--- config.mk ---
export PLATFORM = sky130hd
export DESIGN_NAME = mem_arbiter_rr
export DESIGN_NICKNAME = d
export VERILOG_FILES = /design/src/rtl/arb_pkg.sv /design/src/rtl/mem_arbiter_rr_picker.sv /design/src/rtl/mem_arbiter_rr.sv
export SDC_FILE = /design/constraint.sdc
export NUM_CORES = 1
export LEC_CHECK = 0
export CORE_MARGIN = 5
export CORE_UTILIZATION = 38
export CTS_CLUSTER_DIAMETER = 50
export DETAILED_ROUTE_END_ITERATION = 8
export GPL_TIMING_DRIVEN = 0
export PLACE_DENSITY = 0.87
export SYNTH_ARGS = -nofsm -noshare
export SYNTH_HDL_FRONTEND = slang
export SYNTH_SLANG_ARGS = --single-unit
--- constraint.sdc ---
create_clock -name clk -period 2.11 [get_ports clk]
set_input_delay 0.211 -clock clk [delete_from_list [all_inputs] [get_ports clk]]
set_output_delay 0.211 -clock clk [all_outputs]
set_load 0.02 [all_outputs]
--- src/rtl/arb_pkg.sv ---
// Shared types for the memory-bus arbiter: FSM states, grant policy, grant index width.
// Imported by the picker and the arbiter top.
package arb_pkg;

  typedef enum logic {
    IDLE = 1'b0,
    BUSY = 1'b1
  } arb_state_t;

  typedef enum logic {
    ARB_RR    = 1'b0,
    ARB_FIXED = 1'b1
  } arb_mode_t;

  // A single channel still needs a one-bit grant register.
  function automatic int grant_w(input int n);
    return (n > 1) ? $clog2(n) : 1;
  endfunction

endpackage

--- src/rtl/mem_arbiter_rr_picker.sv ---
// Combinational grant picker: first requester at/after ptr (round-robin) or lowest index (fixed).
// Zero latency; no state, so backpressure is handled entirely by the arbiter FSM.
module rr_picker
  import arb_pkg::*;
#(
  parameter int NUM_CH = 2,
  parameter int GW     = grant_w(NUM_CH)
) (
  input  logic [NUM_CH-1:0] req,
  input  logic [GW-1:0]     ptr,
  input  arb_mode_t         mode,
  output logic [GW-1:0]     gnt_idx,
  output logic              gnt_vld
);

  int start;
  int idx;

  always_comb begin
    gnt_idx = '0;
    gnt_vld = 1'b0;
    idx     = 0;
    start   = (mode == ARB_RR) ? int'(ptr) : 0;
    if (start >= NUM_CH) begin
      start = 0;
    end
    for (int i = 0; i < NUM_CH; i++) begin
      idx = start + i;
      if (idx >= NUM_CH) begin
        idx = idx - NUM_CH;
      end
      if (!gnt_vld && req[idx]) begin
        gnt_vld = 1'b1;
        gnt_idx = GW'(idx);
      end
    end
  end

endmodule

--- src/rtl/mem_arbiter_rr.sv ---
// N-channel arbiter onto the single read/write/resp memory bus; grant+request latched in IDLE.
// Latency: request in IDLE -> mem_read/mem_write next cycle; ch_resp combinational with mem_resp.
module mem_arbiter_rr
  import arb_pkg::*;
#(
  parameter int        NUM_CH   = 2,
  parameter int        ADDR_W   = 32,
  parameter int        DATA_W   = 32,
  parameter arb_mode_t ARB_MODE = ARB_RR
) (
  input  logic                         clk,
  input  logic                         rst,
  input  logic [NUM_CH-1:0]            ch_read,
  input  logic [NUM_CH-1:0]            ch_write,
  input  logic [NUM_CH*(DATA_W/8)-1:0] ch_byte_enable,
  input  logic [NUM_CH*ADDR_W-1:0]     ch_address,
  input  logic [NUM_CH*DATA_W-1:0]     ch_wdata,
  output logic [NUM_CH-1:0]            ch_resp,
  output logic [DATA_W-1:0]            ch_rdata,
  output logic                         mem_read,
  output logic                         mem_write,
  output logic [DATA_W/8-1:0]          mem_byte_enable,
  output logic [ADDR_W-1:0]            mem_address,
  output logic [DATA_W-1:0]            mem_wdata,
  input  logic [DATA_W-1:0]            mem_rdata,
  input  logic                         mem_resp,
  output logic                         proto_err
);

  localparam int BE_W = DATA_W / 8;
  localparam int GW   = grant_w(NUM_CH);

  arb_state_t          state_q, state_d;
  logic [GW-1:0]       ptr_q, ptr_d;
  logic [GW-1:0]       gnt_q, gnt_d;
  logic                we_q, we_d;
  logic [ADDR_W-1:0]   addr_q, addr_d;
  logic [BE_W-1:0]     be_q, be_d;
  logic [DATA_W-1:0]   wdata_q, wdata_d;
  logic                proto_err_q, proto_err_d;

  logic [GW-1:0]       pick_idx;
  logic                pick_vld;
  logic                done;

  rr_picker #(
    .NUM_CH (NUM_CH),
    .GW     (GW)
  ) u_picker (
    .req     (ch_read | ch_write),
    .ptr     (ptr_q),
    .mode    (ARB_MODE),
    .gnt_idx (pick_idx),
    .gnt_vld (pick_vld)
  );

  assign done = (state_q == BUSY) && mem_resp;

  always_ff @(posedge clk or negedge rst) begin
    if (!rst) begin
      state_q <= IDLE;
    end else begin
      state_q <= state_d;
    end
  end

  always_comb begin
    state_d = state_q;
    case (state_q)
      IDLE:    if (pick_vld) state_d = BUSY;
      BUSY:    if (mem_resp) state_d = IDLE;
      default: state_d = IDLE;
    endcase
  end

  // Channel inputs are sampled only on the IDLE->BUSY edge; BUSY runs purely from these copies.
  always_comb begin
    ptr_d       = ptr_q;
    gnt_d       = gnt_q;
    we_d        = we_q;
    addr_d      = addr_q;
    be_d        = be_q;
    wdata_d     = wdata_q;
    proto_err_d = proto_err_q | (|(ch_read & ch_write));
    if ((state_q == IDLE) && pick_vld) begin
      gnt_d   = pick_idx;
      we_d    = ch_write[pick_idx];
      addr_d  = ch_address[int'(pick_idx)*ADDR_W +: ADDR_W];
      be_d    = ch_byte_enable[int'(pick_idx)*BE_W +: BE_W];
      wdata_d = ch_wdata[int'(pick_idx)*DATA_W +: DATA_W];
    end
    if ((ARB_MODE == ARB_RR) && done) begin
      ptr_d = (gnt_q == GW'(NUM_CH - 1)) ? '0 : gnt_q + 1'b1;
    end
  end

  always_ff @(posedge clk or negedge rst) begin
    if (!rst) begin
      ptr_q       <= '0;
      gnt_q       <= '0;
      we_q        <= 1'b0;
      addr_q      <= '0;
      be_q        <= '0;
      wdata_q     <= '0;
      proto_err_q <= 1'b0;
    end else begin
      ptr_q       <= ptr_d;
      gnt_q       <= gnt_d;
      we_q        <= we_d;
      addr_q      <= addr_d;
      be_q        <= be_d;
      wdata_q     <= wdata_d;
      proto_err_q <= proto_err_d;
    end
  end

  always_comb begin
    mem_read        = (state_q == BUSY) && !we_q;
    mem_write       = (state_q == BUSY) && we_q;
    mem_address     = addr_q;
    mem_byte_enable = be_q;
    mem_wdata       = wdata_q;
    proto_err       = proto_err_q;
    ch_resp         = '0;
    if (done) begin
      ch_resp[gnt_q] = 1'b1;
    end
  end

  assign ch_rdata = mem_rdata;

endmodule

==> After elaboration in Yosys (flattened, before gate mapping) <==
Index checks and enable logic that the tools add are counted.
{ "word_totals": {"register_bits": 73, "out_inout_bits": 105} }
{ "op_classes": {"addsub": 4, "n_lt_le_gt_ge": 8, "n_shift": 3, "mux": 22, "bitwise": 4, "reduce_logical": 9} }
{ "op_table": {"columns": ["cell", "count"], "rows": [
  ["64-bit by 7-bit variable part select with 32-bit output", 2],
  ["32-bit by 3-bit less-than comparator with 1-bit output, second input constant", 2],
  ["32-bit two-way mux", 2],
  ["32-bit by 2-bit adder with 32-bit output, second input constant", 1],
  ["32-bit by 3-bit greater-or-equal comparator with 1-bit output, second input constant", 1],
  ["32-bit by 3-bit subtractor with 32-bit output, second input constant", 1],
  ["1-bit two-way mux", 17],
  ["8-bit by 4-bit variable part select with 4-bit output", 1],
  ["1-bit logical AND", 6],
  ["1-bit by 2-bit greater-or-equal comparator with 1-bit output, second input constant", 2],
  ["1-bit by 2-bit less-than comparator with 1-bit output, second input constant", 2],
  ["1-bit by 2-bit subtractor with 3-bit output, second input constant", 1],
  ["2-bit bitwise AND", 1],
  ["1-bit logical NOT", 2],
  ["2-bit two-way mux", 1],
  ["2-bit OR", 1],
  ["1-bit one-hot mux with 2 select lines", 1],
  ["2-bit OR reduction", 1],
  ["1-bit adder, second input constant", 1],
  ["1-bit demux with 1-bit select", 1],
  ["1-bit greater-or-equal comparator, second input constant", 1],
  ["1-bit NOT", 1],
  ["1-bit OR", 1]
]} }

==> Depth between registers and ports, before layout <==
Gate-level depths: netlist of run 1.
{ "depth": {"ltp_word": 13, "mapped_depth": 6, "mapped_depth_nobuf": 3} }

==> Hierarchy <==
A second synthesis of run 1 with hierarchy kept.
{ "hier_totals": {"cells_unflattened": 276, "hier_area_um2": 4141.5} }
{ "modules_own_cells": {"columns": ["mod", "n_inst", "cells_per_inst", "area_per_inst_um2", "seq_area_each_um2"], "rows": [
  ["mem_arbiter_rr", 1, 273, 4121.5, 1826.8],
  ["rr_picker", 1, 3, 20.0, 0.0]
]} }

==> Least setup slack after synthesis of run 1 <==
OpenSTA, ideal clock, no wires.
{ "synth_path": {"kind": "register to output", "startpoint": "register state_q", "endpoint": "output port mem_read", "arrival_time_ps": 1431, "t_required_ps": 1899, "setup_slack_ps": 468, "stages_incl_launch_ff": 5, "n_path_buf": 3, "path_cell_list": "dfrtp_1 -> clkbuf_1 -> clkbuf_1 -> buf_1 -> nor2b_1"} }
{ "synth_via": {"elab_chain_len": 1} }
{ "synth_rtl": {"columns": ["item", "line", "text"], "rows": [
  ["from (decl)", "mem_arbiter_rr.sv:33", "arb_state_t state_q, state_d;"],
  ["from (signal assigned)", "mem_arbiter_rr.sv:63", "state_q <= state_d;"],
  ["1-bit logical AND", "mem_arbiter_rr.sv:118", "mem_read = (state_q == BUSY) && !we_q;"],
  ["to (decl)", "mem_arbiter_rr.sv:20", "output logic mem_read,"]
]} }
Every way passes these cells.

==> Worst setup path after layout of run 1 <==
{ "layout_path": {"startpoint": "input port ch_write[1]", "endpoint": "register addr_q[29], in the netlist mem_address[29]"} }
{ "layout_via": {"elab_chain_len": 9} }
{ "layout_rtl": {"columns": ["item", "line", "text"], "rows": [
  ["from (decl)", "mem_arbiter_rr.sv:14", "input logic [NUM_CH-1:0] ch_write,"],
  ["2-bit OR (*)", "mem_arbiter_rr.sv:50", ".req (ch_read | ch_write),"],
  ["1-bit two-way mux (implied by the code) (3 in a row)", "mem_arbiter_rr_picker.sv:32", "if (!gnt_vld && req[idx]) begin"],
  ["1-bit two-way mux", "mem_arbiter_rr_picker.sv:32", null],
  ["1-bit logical NOT", "mem_arbiter_rr_picker.sv:32", null],
  ["1-bit logical AND", "mem_arbiter_rr_picker.sv:32", null],
  ["1-bit two-way mux", "mem_arbiter_rr_picker.sv:32", null],
  ["64-bit by 7-bit variable part select with 32-bit output / 1-bit logical AND (equally long branches)", "mem_arbiter_rr.sv:88, mem_arbiter_rr.sv:85", null],
  ["to (signal assigned)", "mem_arbiter_rr.sv:110", "addr_q <= addr_d;"],
  ["to (decl)", "mem_arbiter_rr.sv:37", "logic [ADDR_W-1:0] addr_q, addr_d;"]
]} }
Every way passes the cells marked *; elsewhere a longest branch is shown, timed or not. The select of a mux whose other input is x is not followed.
A chain may end at the register's enable or synchronous reset.

==> run metrics, run 1 <==
CTS buffer count=9; CTS root buf=clkbuf_8; top-area cell type share of the netlist area=46.1%; DR pass1 iterations=6; asr flop ratio synth=100%; Worst Hold Class=primary input to async pin; clock-pin slew on the worst setup and hold paths=80 ps; site row count=37; Critical Path RT=2330 ps; Die Y=112 um; peak supply drop=0.415 mV; switching share of power=34.2%; Synth area leaders=dfrtp_1 (46%), a2bb2oi_1 (15%), a311oi_1 (15%); Setup CP Type=primary input to flip-flop; initial antenna violation count=0; Worst Tran Pin Value=493 ps; Final min period=1950 ps; share of layout cells above drive strength 1=10.5%; final antenna-violating net count=0; syn_area_per_cell=10.3 um^2; Non-Filler Instances=782; Final period util=92.4%; Skew-Pair Late Insertion Delay=350 ps; Post-Syn Area=3960 um^2; setup TNS=0 ps; fmax=513 MHz; critical path endpoint category=flip-flop; count of pins over their slew limit=0; Synth cell types=24; placed cell count=767; number of global-route vias before repair=4852; Synth area leader=dfrtp_1; # diodes=0; final net count=817; RSZ-0062 raised after global routing=false; Max-Cap Viols=0; predominant post-synthesis flop cell=dfrtp_1; Comb pwr share=43.9%; Clock power frac=21.3%; status=finished clean; chip width=112 um; Crit Path Max Fanout=10; Port Buf Inserts=246; hpwl dp=12700 um; Switch Pwr=0.00189 W; final instance area=6850 um^2; largest net degree at the start of global routing=73; GPL Wtd Cong=0.878; post-route DRC violation count=0; relative slew slack=67.1%; Placeable Area=10200 um^2; Seq/Total Area, Yosys=46.1%; sequential power share=34.8%; Util after Layout=66.9%; WL per Instance=21.3 um; final hold violation count=0; Yosys warning count=0; vias=4547; Int Pwr=0.00363 W; first-pass GRT wire length=26400 um; FILL cells=776; final wirelength=16700 um; number of synthesized flops with an enable pin=0; area of the die=12600 um^2; area grow syn2layout=72.9%; clk buf depth=2; Max H-tree Level=3; Ports=280; dpl cell area=6620 um^2; CTS tree=yes; final setup fails=0; grt total ovfl=0; Via density=5.81; crit start category=primary input; Gate Count Post-Synth=384; cell area power density=806 nW/um^2; CP Data Arrival Time=2170 ps; Leak=2.61 nW; Layout Skew=8.99 ps; GRT Util Overall=25.9%; post-synth net total=559; Final Hold Slack=203 ps; Initial DRC Count=375; Yosys reg bits=73; clock sink total=73; starting density of the core=38.7%
[critical path: stages]
cell	delay, ps
clkdlybuf4s50_1	520
or2_2	330
clkbuf_1	170
buf_2	230
buf_2	210
a311oi_1	380
a2bb2oi_1	110
[layer usage]
metal / vias to the layer above / wire length, um / track usage, %
met4: 0 / 565 / 10.8
met1: 2180 / 6370 / 31.8
met2: 306 / 8170 / 43.3
li1: 2023 / - / -
met3: 38 / 1550 / 6.52
met5: - / 0 / 0
[power by group through the flow]
stage	logic, W	clock network, W	registers [W]
after floorplan	0.000817	0	0.00228
after global placement	0.00239	0	0.00192
after detailed placement	0.00244	0	0.00193
after CTS	0.00244	0.00120	0.00192
after global routing	0.00257	0.00126	0.00197
final	0.00242	0.00118	0.00192
[worst paths after layout]
path	startpoint	end	slack, ps	cells past startpoint
worst min register to register	proto_err	proto_err	500	1
worst max register to register	ptr_q	mem_address[29]	350	5
worst max-delay path	ch_write[1]	mem_address[29]	160	7
min in group clk	ch_write[0]	proto_err	220	2
worst min-delay path	rst	mem_wdata[4]	200	2
max in group asynchronous	rst	state_q	1370	3
[cells in the mapped netlist, drive strengths merged (2+ instances only)]
| cell | number |
|---|---|
| a21oi | 2 |
| a311oi | 68 |
| a2bb2oi | 68 |
| nor2 | 4 |
| dfrtp | 73 |
| nand2 | 2 |
| o21ai | 70 |
| clkbuf | 42 |
| buf | 43 |
[kinds of logic after synthesis]
| kind of cell | after synthesis | synth area share (%) |
|---|---|---|
| DFF | 73 | 46.1 |
| buffers and inverters | 85 | 11.4 |
| and+or+nand+nor | 12 | 1.93 |
| muxes | 1 | 0.253 |
| AOI/OAI and AO/OA | 213 | 40.3 |
[cell usage in the layout, fill, tap and decap left out, types with 2 or more instances in the layout]
cell	n
a21oi_1	2
a2bb2oi_1	68
a311oi_1	68
buf_2	11
buf_4	35
clkbuf_1	38
clkbuf_8	13
clkdlybuf4s50_1	241
dfrtp_1	72
dlygate4sd2_1	3
nand2_1	2
nor2_1	3
o21ai_0	69
[repair_timing]
action | 4_1_cts | 5_1_grt
pin swaps | 1 | 0
buffers inserted | 2 | 0
resized for setup | 8 | 3
setup endpoints to repair | 24 | 8
endpoints found under the hold margin | 73 | 0
hold buffers | 1 | 0
[metrics by stage]
stage | total power (W) | worst slack, ps
2_1_floorplan | 0.00310 | 468
3_3_place_gp | 0.00431 | -1670
3_5_place_dp | 0.00437 | -414
4_1_cts | 0.00556 | 42.2
5_1_grt | 0.00580 | 78.9
6_report | 0.00552 | 160
[layout make-up]
class	count	area [um^2]	area share (%)
Sequential cell	73	1830	26.7
Multi-Input combinational cell	226	1680	24.6
Tap cell	136	170	2.48
Clock buffer	13	179	2.61
Clock inverter	2	35.0	0.512
Buffer	82	443	6.47
Timing Repair Buffer	250	2510	36.6
[flip-flops by register name, summed over array words and instances, names as in the netlist]
name	cells
gnt_q	1
mem_address	32
mem_byte_enable	4
mem_wdata	32
proto_err	1
ptr_q	1
state_q	1
we_q	1
No activity file was read; power rests on OpenSTA's default activity.
==> run 2: changes to the inputs <==
--- a/config.mk
+++ b/config.mk
@@ -6,11 +6,12 @@
 export NUM_CORES = 1
 export LEC_CHECK = 0
 export CORE_MARGIN = 5
-export CORE_UTILIZATION = 38
+export CORE_UTILIZATION = 32
 export CTS_CLUSTER_DIAMETER = 50
 export DETAILED_ROUTE_END_ITERATION = 8
 export GPL_TIMING_DRIVEN = 0
-export PLACE_DENSITY = 0.87
+export PLACE_DENSITY = 0.78
+export SETUP_SLACK_MARGIN = 0.05
 export SYNTH_ARGS = -nofsm -noshare
 export SYNTH_HDL_FRONTEND = slang
 export SYNTH_SLANG_ARGS = --single-unit
==> constraint.sdc (replaced) <==
create_clock -name clk -period 1.61 [get_ports clk]
set_input_delay 0.161 -clock clk [delete_from_list [all_inputs] [get_ports clk]]
set_output_delay 0.161 -clock clk [all_outputs]
set_load 0.02 [all_outputs]
==> run 2 against run 1 <==
Against the previous run:
- largest cell class unchanged
- sequential share of layout area decreased by 1.3 points
- first-iteration DRC count is 4.8% lower
- final area grew 5.1%
==> run metrics, run 2 (same netlist as run 1, synthesis figures left out) <==
final hold violation count=0; crit start category=flip-flop; R2R depth=5; CTS buffer count=9; critical path endpoint category=flip-flop; Placeable Area=12100 um^2; Worst Tran Pin Value=567 ps; final wirelength=16900 um; hold path endpoint=proto_err; Port Buf Inserts=246; Skew-Pair Late Insertion Delay=330 ps; RSZ-0062 raised after global routing=true; Reg area=1830 um^2; Leak=2.77 nW; Max-Cap Viols=0; area of the die=14700 um^2; worst slack, placed=-944 ps; GPL Wtd Cong=0.851; site row count=40; Setup CP Type=flip-flop to flip-flop; Layout Skew=7.14 ps; clock-pin slew on the worst setup and hold paths=60 ps; share of layout cells above drive strength 1=18.2%; chip width=121 um; Via density=5.52; Crit Path Max Fanout=10; hpwl dp=12500 um; post-route DRC violation count=0; Die Y=121 um; status=finished clean; Initial DRC Count=357; cell area power density=1080 nW/um^2; FILL cells=1025; commonest non-fill, non-tap cells in the layout=clkdlybuf4s50_1 (237), dfrtp_1 (72), o21ai_0 (69), a2bb2oi_1 (68), a311oi_1 (53); CTS tree=yes; Final min period=1520 ps; placed cell count=799; CTS root buf=clkbuf_16; initial antenna violation count=0; Non-Filler Instances=823; count of pins over their slew limit=0; grt total ovfl=0; largest net degree at the start of global routing=46; clk buf depth=2; relative slew slack=62.2%; multi-input logic area=1820 um^2; CP Data Arrival Time=1720 ps; hold path cells=2; R2R setup slack=90 ps; final setup fails=0; # diodes=0; Max H-tree Level=3; first-pass GRT wire length=25600 um; number of global-route vias before repair=4696; Final period util=94.6%; fmax=657 MHz; final antenna-violating net count=0; r2r endpoint=mem_address[28]; Critical Path RT=1810 ps; final critical-path setup slack=87.4 ps; Ports=280; clock sink total=73; vias=4545; commonest non-fill, non-tap cell in the layout=clkdlybuf4s50_1; GRT Util Overall=21.7%; DR pass1 iterations=5; worst r2r src=ptr_q; area grow syn2layout=81.7%; starting density of the core=32.8%; Worst Hold Class=primary input to flip-flop; peak supply drop=0.550 mV; WL per Instance=20.6 um; worst hold start=ch_write[0]; final net count=825
## run 2: report_power, final
part | switching, W | internal, W
Combinational | 0.00159 | 0.00174
Clock | 0.000814 | 0.00109
Sequential | 0.000263 | 0.00225
## run 2: metrics by stage
stage / setup TNS, ps / total power (W) / cell area (um^2) / util [%] / hold WS, ps
CTS: 0 / 0.00770 / 7050 / 58.5 / 209
finish: 0 / 0.00775 / 7190 / 59.6 / 230
global placement: -214600 / 0.00566 / 6640 / 55.0 / 479
detailed placement: -58060 / 0.00572 / 6660 / 55.2 / 122
floorplan: 0 / 0.00406 / 3970 / - / -135
global route: 0 / 0.00809 / 7190 / 59.6 / 234
## run 2: metal layers
metal	part of all wire (%)	vias up	global-route usage [%]
li1	-	2045	-
met3	8.8	17	5.69
met5	0	-	0
met4	1.1	0	4.76
met2	50	245	37.2
met1	40	2238	27.5
## run 2: area by class of cell
type / instances / area share, %
flip-flops and latches: 73 / 25.4
plain buffers: 83 / 7.13
clock inverters: 6 / 0.591
repair buffers: 257 / 35.4
clock buffers: 10 / 3.32
multi-input cells: 226 / 25.2
well taps: 168 / 2.92
## run 2: worst max-delay path by stage
stage,from,to,slack (ps),cells past startpoint
after global routing,ptr_q,mem_address[30],9,5
after CTS,ptr_q,mem_address[26],60,5
after detailed placement,ch_write[1],mem_wdata[6],-940,6
after floorplan,state_q,mem_read,90,4
after global placement,rst,mem_wdata[22],-2150,1
final,ptr_q,mem_address[28],90,5
## run 2: what timing repair did
action,in CTS,in global routing
pin swaps,1,1
gates resized for setup,52,40
endpoints found under the setup margin,77,59
setup buffers,4,5
hold endpoints to repair,28,0
hold buffers,1,0
## run 2: critical path: stages (launching register included)
cell and delay [ps]:
dfrtp_1 410, o21bai_4 230, buf_6 150, buf_4 180, a311oi_2 320, a2bb2oi_1 100
==> variant, RTL diff (flow settings as in run 2) <==
`NUM_CH` is set to 2 in 2 places; all go to 1.
--- a/src/rtl/mem_arbiter_rr_picker.sv
+++ b/src/rtl/mem_arbiter_rr_picker.sv
@@ -4,5 +4,5 @@
   import arb_pkg::*;
 #(
-  parameter int NUM_CH = 2,
+  parameter int NUM_CH = 1,
   parameter int GW     = grant_w(NUM_CH)
 ) (
--- a/src/rtl/mem_arbiter_rr.sv
+++ b/src/rtl/mem_arbiter_rr.sv
@@ -4,5 +4,5 @@
   import arb_pkg::*;
 #(
-  parameter int        NUM_CH   = 2,
+  parameter int        NUM_CH   = 1,
   parameter int        ADDR_W   = 32,
   parameter int        DATA_W   = 32,
Interface: changed (6 resized); port bits go from 280 to 209. The function was not compared with the original's and may differ.
==> variant against run 2 <==
- cell area down 29%
- critical path depth down 4
- via count down 53%
- sequential cell count down 2
- count of clock-buffer cells in the layout up 1
- area after synthesis down 25%
- setup slack better by 0.035 ns
- total power down 19%
- routed wire length down 53%
- critical path type is now flip-flop to primary output
- largest cell class unchanged
- largest power group is now sequential cells
- highest routed layer unchanged
==> variant: results (changes against run 2) <==
GRT
  – GR Util met1: 14.3% (was 27.5%)
  – Vias in the first global route: 2386 (was 4696)
  – Largest net degree at the start of global routing: 72 (was 46)
  – Routing usage on met2: 23.0% (was 37.2%)
  – Total GRT Usage: 13.4% (was 21.7%)
  – Global-route wire length before repair: 12.0 mm (was 25.6 mm)

Setup path
  – Worst Path Max Fanout: 2 (was 10)
  – FF-to-FF Start: state_q$_DFF_PN0_ (was ptr_q$_DFFE_PN0P_)
  – Crit path max-delay family: buffers and inverters (was compound AO/OA/AOI/OAI gates)
  – CP max stage cell: clkdlybuf4s50_1 (was dfrtp_1)
  – WP data arrival: 1.33 ns (was 1.72 ns)
  – Reg2reg end: mem_wdata[2]$_DFFE_PN0P_ (was mem_address[28]$_DFFE_PN0P_)
  – Reg2Reg Depth: 4 (was 5)
  – Reg2reg setup slack: 0.17 ns (was 0.09 ns)
  – Slowest stage delay, CP: 0.63 ns (was 0.41 ns)

Route
  – Aggregate routed wire length: 7.88 mm (was 16.9 mm)
  – Post-DR vias/cell: 4.37 (was 5.52)
  – Met3 WL: 740 um (was 1.48 mm)
  – DR pass1 iterations: 3 (was 5)
  – Vias: 2149 (was 4545)
  – Iter 0 DRT Violations: 44 (was 357)
  – M1 wire length: 2.90 mm (was 6.72 mm)
  – Met2 Wirelength: 4.05 mm (was 8.54 mm)

Cells and area
  – Nets: 481 (was 825)
  – Layout cell share with drive strength beyond 1: 32.5% (was 18.2%)

Synth
  – Post-synthesis cell type count: 14 (was 24)
  – Seq/Total Area, Yosys: 59.6% (was 46.1%)
  – Post-synth top cells: dfrtp_1 (71), mux2_2 (48), buf_4 (32) (was dfrtp_1 (73), o21ai_0 (69), a2bb2oi_1 (68), a311oi_1 (68), clkbuf_1 (42))
  – Syn nets: 293 (was 559)
  – Synth area leaders: dfrtp_1 (60%), mux2_2 (18%), mux2_4 (10%) (was dfrtp_1 (46%), a2bb2oi_1 (15%), a311oi_1 (15%))

Placement
  – GPL Wtd Cong: 0.695 (was 0.851)
  – Port Buf Inserts: 176 (was 246)
  – Dpl hpwl: 6.00 mm (was 12.5 mm)

CTS
  – Clk slew on worst S/H paths: 0.08 ns (was 0.06 ns)
  – Root buffer cell: clkbuf_8 (was clkbuf_16)

Timing
  – Headroom to the max-slew limit: 39.5% (was 62.2%)
  – Clk_skew: 0.00758 ns (was 0.00714 ns)

Worst hold path
  – Worst Hold Path EP: mem_address[26]$_DFFE_PN0P_ (was proto_err$_DFF_PN0_)

Power
  – Pleak: 2.23 nW (was 2.77 nW)
  – Peak VDD IR: 628 uV (was 550 uV)

Outcome
  – Status: completed (unchanged)
[variant: changes by cell type in the layout (fill, tap and decap cells not counted), moves of 3 or more]
cell             change
a2bb2oi_1           -68
mux2_2              +48
a311oi_1            -53
o21ai_0             -69
buf_4               -14
clkbuf_2            -18
clkdlybuf4s50_1     -66
clkbuf_16            -9
a311oi_2            -15
clkbuf_1            -17
clkbuf_4             -3
clkbuf_8             +8
mux2_4              +20
[variant: cell type report]
class                           instances  area (um^2)  area share [%]
Clock buffer                           11          141            2.77
Timing Repair Buffer                  177         1770            34.6
Clock inverter                          5         81.3            1.59
Inverter                                1         3.75          0.0734
Tap cell                              111          139            2.72
Multi-Input combinational cell         77          907            17.7
Sequential cell                        71         1780            34.8
Buffer                                 39          294            5.75
[variant: per-stage QoR]
| stage | worst slack [ns] | instance area (um^2) | hold WS (ns) | total power [mW] |
|---|---|---|---|---|
| 2_1_floorplan | 0.334 | 2980 | -0.135 | 3.54 |
| 3_3_place_gp | -2.02 | 4880 | 0.442 | 4.72 |
| 3_5_place_dp | -0.181 | 4880 | 0.359 | 4.78 |
| 4_1_cts | 0.0835 | 5110 | 0.409 | 6.41 |
| 5_1_grt | 0.0677 | 5110 | 0.411 | 6.62 |
| 6_report | 0.122 | 5110 | 0.427 | 6.31 |
[variant: power groups by stage]
stage | registers [mW] | clock network (mW) | logic, mW
finish | 2.37 | 1.60 | 2.34
global placement | 2.38 | 0 | 2.34
floorplan | 2.87 | 0 | 0.675
global route | 2.42 | 1.74 | 2.45
detailed placement | 2.40 | 0 | 2.38
CTS | 2.37 | 1.66 | 2.37
[variant: what timing repair did]
item,in CTS,in global routing
setup endpoints to repair,3,2
hold buffers,1,0
endpoints found under the hold margin,68,0
cloned,0,0
gates resized for setup,3,2
setup buffers,0,0
[variant: worst register-to-register path, stage by stage (launching register included)]
cell and delay [ns]:
dfrtp_1 0.42, o21bai_4 0.19, buf_6 0.19, buf_6 0.19, mux2_4 0.32
[variant: worst max-delay path by stage]
stage / start / endpoint
CTS: mem_wdata[21]$_DFFE_PN0P_ / mem_wdata[21]
floorplan: state_q$_DFF_PN0_ / mem_address[11]$_DFFE_PN0P_
finish: mem_address[14]$_DFFE_PN0P_ / mem_address[14]
global placement: rst / mem_address[24]$_DFFE_PN0P_
detailed placement: ch_write / mem_address[18]$_DFFE_PN0P_
global route: mem_wdata[8]$_DFFE_PN0P_ / mem_wdata[8]
[variant: cells by family after synthesis]
| kind of cell | share of synthesized area [%] |
|---|---|
| flip-flops | 59.6 |
| multiplexers | 28.2 |
| buffers and inverters | 9.99 |
| AND/OR/NAND/NOR | 1.05 |
| AO/OA/AOI/OAI | 1.18 |
